--- src/rtl/serial_adder.sv ---
// Bit-serial adder/subtractor: one full-adder cell, LSB first, one bit per clock.
// Result registers update only on completion or reset, so they stay stable between operations.
module serial_adder #(
    parameter int WIDTH = 8
) (
    input  logic             clk,
    input  logic             reset,
    input  logic             start,
    input  logic [WIDTH-1:0] a,
    input  logic [WIDTH-1:0] b,
    input  logic             cin,
    input  logic             sub,
    output logic             busy,
    output logic             done,
    output logic [WIDTH-1:0] sum,
    output logic             cout,
    output logic             ovf
);

    localparam int CW = $clog2(WIDTH) + 1;
    localparam logic [CW-1:0] LAST = CW'(WIDTH - 1);

    typedef enum logic [1:0] {
        IDLE = 2'd0,
        RUN  = 2'd1,
        DONE = 2'd2
    } state_t;

    state_t           state;
    logic [CW-1:0]    cnt;
    logic [WIDTH-1:0] sh_a;
    logic [WIDTH-1:0] sh_b;
    logic [WIDTH-1:0] res;
    logic             c;

    logic             s;
    logic             c_next;
    logic [WIDTH-1:0] res_next;

    // c is still the carry into the current bit here; on the last bit it is the carry into the MSB.
    always_comb begin
        s        = sh_a[0] ^ sh_b[0] ^ c;
        c_next   = (sh_a[0] & sh_b[0]) | (sh_a[0] & c) | (sh_b[0] & c);
        res_next = res >> 1;
        res_next[WIDTH-1] = s;
    end

    always_ff @(posedge clk) begin
        if (reset) begin
            state <= IDLE;
            busy  <= 1'b0;
            done  <= 1'b0;
            sum   <= '0;
            cout  <= 1'b0;
            ovf   <= 1'b0;
            cnt   <= '0;
            sh_a  <= '0;
            sh_b  <= '0;
            res   <= '0;
            c     <= 1'b0;
        end else begin
            case (state)
                IDLE, DONE: begin
                    if (start) begin
                        sh_a  <= a;
                        sh_b  <= sub ? ~b : b;
                        c     <= sub ? 1'b1 : cin;
                        cnt   <= '0;
                        state <= RUN;
                        busy  <= 1'b1;
                        done  <= 1'b0;
                    end else begin
                        state <= IDLE;
                        busy  <= 1'b0;
                        done  <= 1'b0;
                    end
                end
                RUN: begin
                    sh_a <= sh_a >> 1;
                    sh_b <= sh_b >> 1;
                    res  <= res_next;
                    c    <= c_next;
                    cnt  <= cnt + CW'(1);
                    if (cnt == LAST) begin
                        sum   <= res_next;
                        cout  <= c_next;
                        ovf   <= c ^ c_next;
                        state <= DONE;
                        busy  <= 1'b0;
                        done  <= 1'b1;
                    end
                end
                default: begin
                    state <= IDLE;
                    busy  <= 1'b0;
                    done  <= 1'b0;
                end
            endcase
        end
    end

endmodule
--- config.mk ---
export PLATFORM = sky130hd
export DESIGN_NAME = serial_adder
export DESIGN_NICKNAME = d
export VERILOG_FILES = /design/src/rtl/serial_adder.sv
export SDC_FILE = /design/constraint.sdc
export NUM_CORES = 1
export LEC_CHECK = 0
export BUFFER_PORTS_ARGS = -buffer_cell sky130_fd_sc_hd__buf_2
export CAP_MARGIN = 20
export CORE_MARGIN = 2
export CORE_UTILIZATION = 54
export CTS_CLUSTER_DIAMETER = 30
export DETAILED_ROUTE_END_ITERATION = 8
export PLACE_DENSITY_LB_ADDON = 0.2
export SLEW_MARGIN = 20
export SYNTH_ARGS = -nofsm -noshare
export SYNTH_HDL_FRONTEND = slang
export SYNTH_SLANG_ARGS = --single-unit
--- constraint.sdc ---
create_clock -name clk -period 1.76 [get_ports clk]
set_clock_uncertainty 0.15 [all_clocks]
set_input_delay 0.352 -clock clk [delete_from_list [all_inputs] [get_ports clk]]
set_output_delay 0.352 -clock clk [all_outputs]
set_load 0.01 [all_outputs]
Word-level counts from Yosys, hierarchy flattened --
Cells that the tools add are included.
Storage, ports and cells: bits in registers 43, input port bits 21, output and inout bits 12, word-level logic and storage cells 49
Operators by class: add/subtract/negate cells 1, equality and inequality tests 5, muxes and demuxes 16, bitwise operators 10, reduce and logical (&&, ||, !) cells 6
Operators by type and width (count):
- case mux 8 bit (2 select lines) | 2
- 2-to-1 mux 8 bit | 3
- NOT 8 bit | 1
- case mux 4 bit (2 select lines) | 1
- 2-to-1 mux 1 bit | 5
- adder 4 x 1 -> 4 bit (second input constant) | 1
- == test 4 x 3 -> 1 bit (second input constant) | 1
- 2-to-1 mux 4 bit | 1
- inequality test 2 bit (second input constant) | 2
- case mux 1 bit (2 select lines) | 2
- case mux 2 bit (2 select lines) | 1
- AND reduction 2 bit | 2
- OR reduction 2 bit | 2
- bitwise AND 1 bit | 3
- bitwise XOR 1 bit | 3
- == test 2 x 1 -> 1 bit (second input constant) | 1
- == test 2 bit (second input constant) | 1
- logical NOT 2 bit | 1
- 2-to-1 mux 2 bit | 1
- OR 1 bit | 2
- nonzero test 2 bit | 1
- NOT 1 bit | 1

Longest topological paths before layout --
word-level depth 4, gate-level depth with buffers 5, depth with buffers taken out 4

Worst setup path before layout --
No wires, ideal clock.
kind register -> register, start point reg c, end point reg ovf, library setup time 0.088 ns, data arrival time 1.170 ns, data required time 1.522 ns, setup slack 0.351 ns, stages on the path, launching flop included 4, path buffers 0, clock period less this slack 1.409 ns, cells stage by stage dfxtp_1 -> fa_1 -> xnor2_1 -> a311oi_2
Between the ends: cells in the longest elaborated chain, start to end 4, elaborated cells between the ends (all ways) 5, those cells by class bitwise: 5
RTL lines:
- start: declaration | line 34 | logic c;
- start signal: assignment | line 67 | c <= sub ? 1'b1 : cin;
- start signal: assignment | line 82 | c <= c_next;
- bitwise AND 1 bit | line 43 | c_next = (sh_a[0] & sh_b[0]) | (sh_a[0] & c) | (sh_b[0] & c);
- OR 1 bit | line 43
- OR 1 bit (*) | line 43
- named net c_next | line 37 | logic c_next;
- bitwise XOR 1 bit (*) | line 87 | ovf <= c ^ c_next;
- end signal: assignment | line 87
- end: declaration | line 17 | output logic ovf
Mark *: on every way through the listed nets, which the timed path passes. The rest lies on a longest branch. A chain may end at the register's enable or synchronous reset.

Final worst setup path --
Same ends and word-level chain as after synthesis.

==> insert_results.sql <==
INSERT INTO impl_metrics (metric_group, metric, value, unit) VALUES
('route', 'via_density', '5.618', ''),
('route', 'avgRoutedWirePerCell', '13.38', 'µm'),
('timing', 'setup_viol', '0', ''),
('timing', 'worstMarginPinSlew', '0.4153', 'ns'),
('status', 'status', 'finished, final reports clean', ''),
('grt', 'grt_max_degree', '39', ''),
('grt', 'global_route_wire_length_before_repair', '6051', 'µm'),
('synth', 'synth.top_cells.by_area', 'dfxtp_1 (47%), a21oi_1 (11%), nand3_1 (8.0%), a22oi_1 (6.0%), xor2_1 (4.0%)', ''),
('clocking', 'cts_setup_buffers', '0', ''),
('synth', 'synth.distinct_cells', '29', ''),
('synth', 'yosysWarningCount', '0', ''),
('power_and_ir_drop', 'worst_ir_drop_vdd', '0.4987', 'mV'),
('floorplanning', 'floorplan.die_area', '3720', 'µm²'),
('clocking', 'clk_pin_slew', '0.12', 'ns'),
('timing', 'timing_max_transition_violations_final', '0', ''),
('worst_setup_path', 'path_buf_inv', '0', ''),
('route', 'vias', '1528', ''),
('synth', 'asyncSetResetFlopFracSynth', '0', '%'),
('timing', 'min_period_over_period', '86.45', '%'),
('floorplanning', 'die_width', '61.00', 'µm'),
('route', 'drt_pass1_iterations', '4', ''),
('clocking', 'tritoncts_num_sinks', '41', ''),
('synth', 'synth.avg_cell_area', '8.860', 'µm²'),
('clocking', 'cts_root_buffer', 'clkbuf_4', ''),
('synth', 'netlist_area', '1754', 'µm²'),
('synth', 'synth-xor-area-share', '4.494', '%'),
('worst_setup_path', 'crit_start', 'c', ''),
('run', 'drv.max_cap_violation_count', '0', ''),
('placed_design', 'dp.final_hpwl', '2621', 'µm'),
('final_layout', 'drive_gt1_share', '23.25', '%'),
('floorplanning', 'y_dimension_of_the_die', '61.00', 'µm'),
('synth', 'synth_common_cells', 'dfxtp_1 (41), a21oi_1 (37), nand3_1 (28), nand2_1 (18), a22oi_1 (14)', ''),
('grt', 'grt_antenna_before_repair', '0', ''),
('placed_design', 'portBuffers', '32', ''),
('worst_setup_path', 'crit_path_max_fanout', '3', ''),
('floorplanning', 'std_cell_rows', '20', ''),
('synth', 'yosys_most_used_dff', 'dfxtp_1', ''),
('grt', 'grt_usage', '22.43', '%'),
('floorplanning', 'design.core.area', '3078', 'µm²'),
('power_and_ir_drop', 'leakagePower', '0.7874', 'nW'),
('timing', 'report.final.hold_viol_count', '0', ''),
('placed_design', 'place_congestion', '0.7683', ''),
('min_path', 'hp-class', 'input pin to flop', ''),
('synth', 'synth_seq_area_share', '46.79', '%'),
('worst_setup_path', 'worstPathArrival', '1.64', 'ns'),
('synth', 'synthesis.instances', '198', ''),
('route', 'ant_nets', '0', ''),
('worst_setup_path', 'slowest_delay', '0.50', 'ns'),
('worst_setup_path', 'r2r_slack', '0.24', 'ns'),
('grt', 'gr-total-overflow', '0', ''),
('worst_setup_path', 'crit_type', 'flop to flop', ''),
('timing', 'max-slew-margin-rel', '72.31', '%'),
('route', 'routed_wl', '3639', 'µm'),
('worst_setup_path', 'cp_slowest_cell', 'fa_1', ''),
('clocking', 'cts_buffers', '5', ''),
('worst_setup_path', 'rr_startpoint', 'c', ''),
('synth', 'ys_seq_elements', '41', ''),
('grt', 'vias_in_the_first_global_route', '1405', ''),
('synth', 'synth.largest_area_cell', 'dfxtp_1', ''),
('clocking', 'cts.path.max_buffers', '2', ''),
('floorplanning', 'io_pins', '33', ''),
('clocking', 'hold_buffers', '0', ''),
('final_layout', 'final_cell_count_no_fill', '272', ''),
('final_layout', 'post-route-util', '65.41', '%'),
('timing', 'max_freq', '0.6573', 'GHz'),
('worst_setup_path', 'endpoint_kind', 'flop', ''),
('final_layout', 'num_antenna_cells', '0', ''),
('timing', 'rsz0062_at_grt', 'no', ''),
('worst_setup_path', 'startpoint_type', 'flop', ''),
('timing', 'layout_min_cycle_time', '1.521', 'ns'),
('clocking', 'cts_resized', '0', '');
[cell families after synthesis]
family,Yosys count
xor gates and xnor gates,9
AOI/OAI and AO/OA,64
DFF,41
buffers and inverters,20
and+or+nand+nor,60
adders and majority gates,2
muxes,2
[tightest hold or removal path: stages]
cell     delay [ns]
buf_2          0.10
nand2_1        0.05
a21oi_1        0.05
[state kept, by name (all words and copies together) (netlist names)]
| signal | cells |
|---|---|
| sh_b | 8 |
| cnt | 4 |
| state | 1 |
| busy | 1 |
| sh_a | 8 |
| done | 1 |
| ovf | 1 |
| res | 7 |
| cout | 1 |
| c | 1 |
| sum | 8 |
[routing by layer]
metal  part of all wire, %  wire length (µm)  vias up  track usage (%)
met3                   5.9               216        6            7.036
met4                   1.4                51        0            7.764
li1                      -                 -      756                -
met1                    44              1591      719            27.61
met2                    49              1779       47            37.17
met5                     0                 0        -                0
[stage by stage]
step	area [µm²]	worst slack [ns]	hold slack, ns
final	2013	0.2385	0.09956
after global routing	2013	0.09644	0.08277
after CTS	2013	0.2408	0.08754
after detailed placement	1928	0.2615	0.3107
after global placement	1928	0.2933	0.2932
after floorplan	1754	0.3514	0.2866
[worst paths after layout]
path	to	cells after the start
setup / recovery	ovf	3
setup reg to reg	ovf	3
hold / removal	sh_a[7]	3
hold reg to reg	sh_b[7]	2
[cell type report]
type	count	area, µm²	area share, %
clock buffer	7	55.05	2.735
clock inverter	1	30.03	1.492
multi-input combinational	137	804.5	39.96
sequential	41	820.8	40.77
tap	44	55.05	2.735
timing repair buffer	42	247.7	12.31
[where the power goes]
group          total (mW)  switching, mW  internal, mW
Sequential          0.988         0.0236         0.964
Combinational       0.224          0.130        0.0946
Clock               0.630          0.291         0.339
[placed cells by master (no fill, tap or decap)]
master	n
a31oi_1	1
nand2b_1	3
clkbuf_4	5
buf_12	1
and3b_1	1
nand3_1	28
nor3_1	2
ha_1	1
buf_2	32
nand4_1	1
o21ai_0	10
mux2_4	1
a311oi_2	1
xor2_1	8
mux2i_1	1
dfxtp_1	41
and2b_1	1
a22oi_1	14
nor2b_1	1
xnor2_1	1
bufinv_16	1
nand3b_1	2
or2_2	1
clkbuf_1	1
fa_1	1
buf_4	9
a211oi_2	1
a21oi_1	37
clkbuf_8	1
nand2_1	18
nor2_1	2
(Power assumes the default switching activity.)
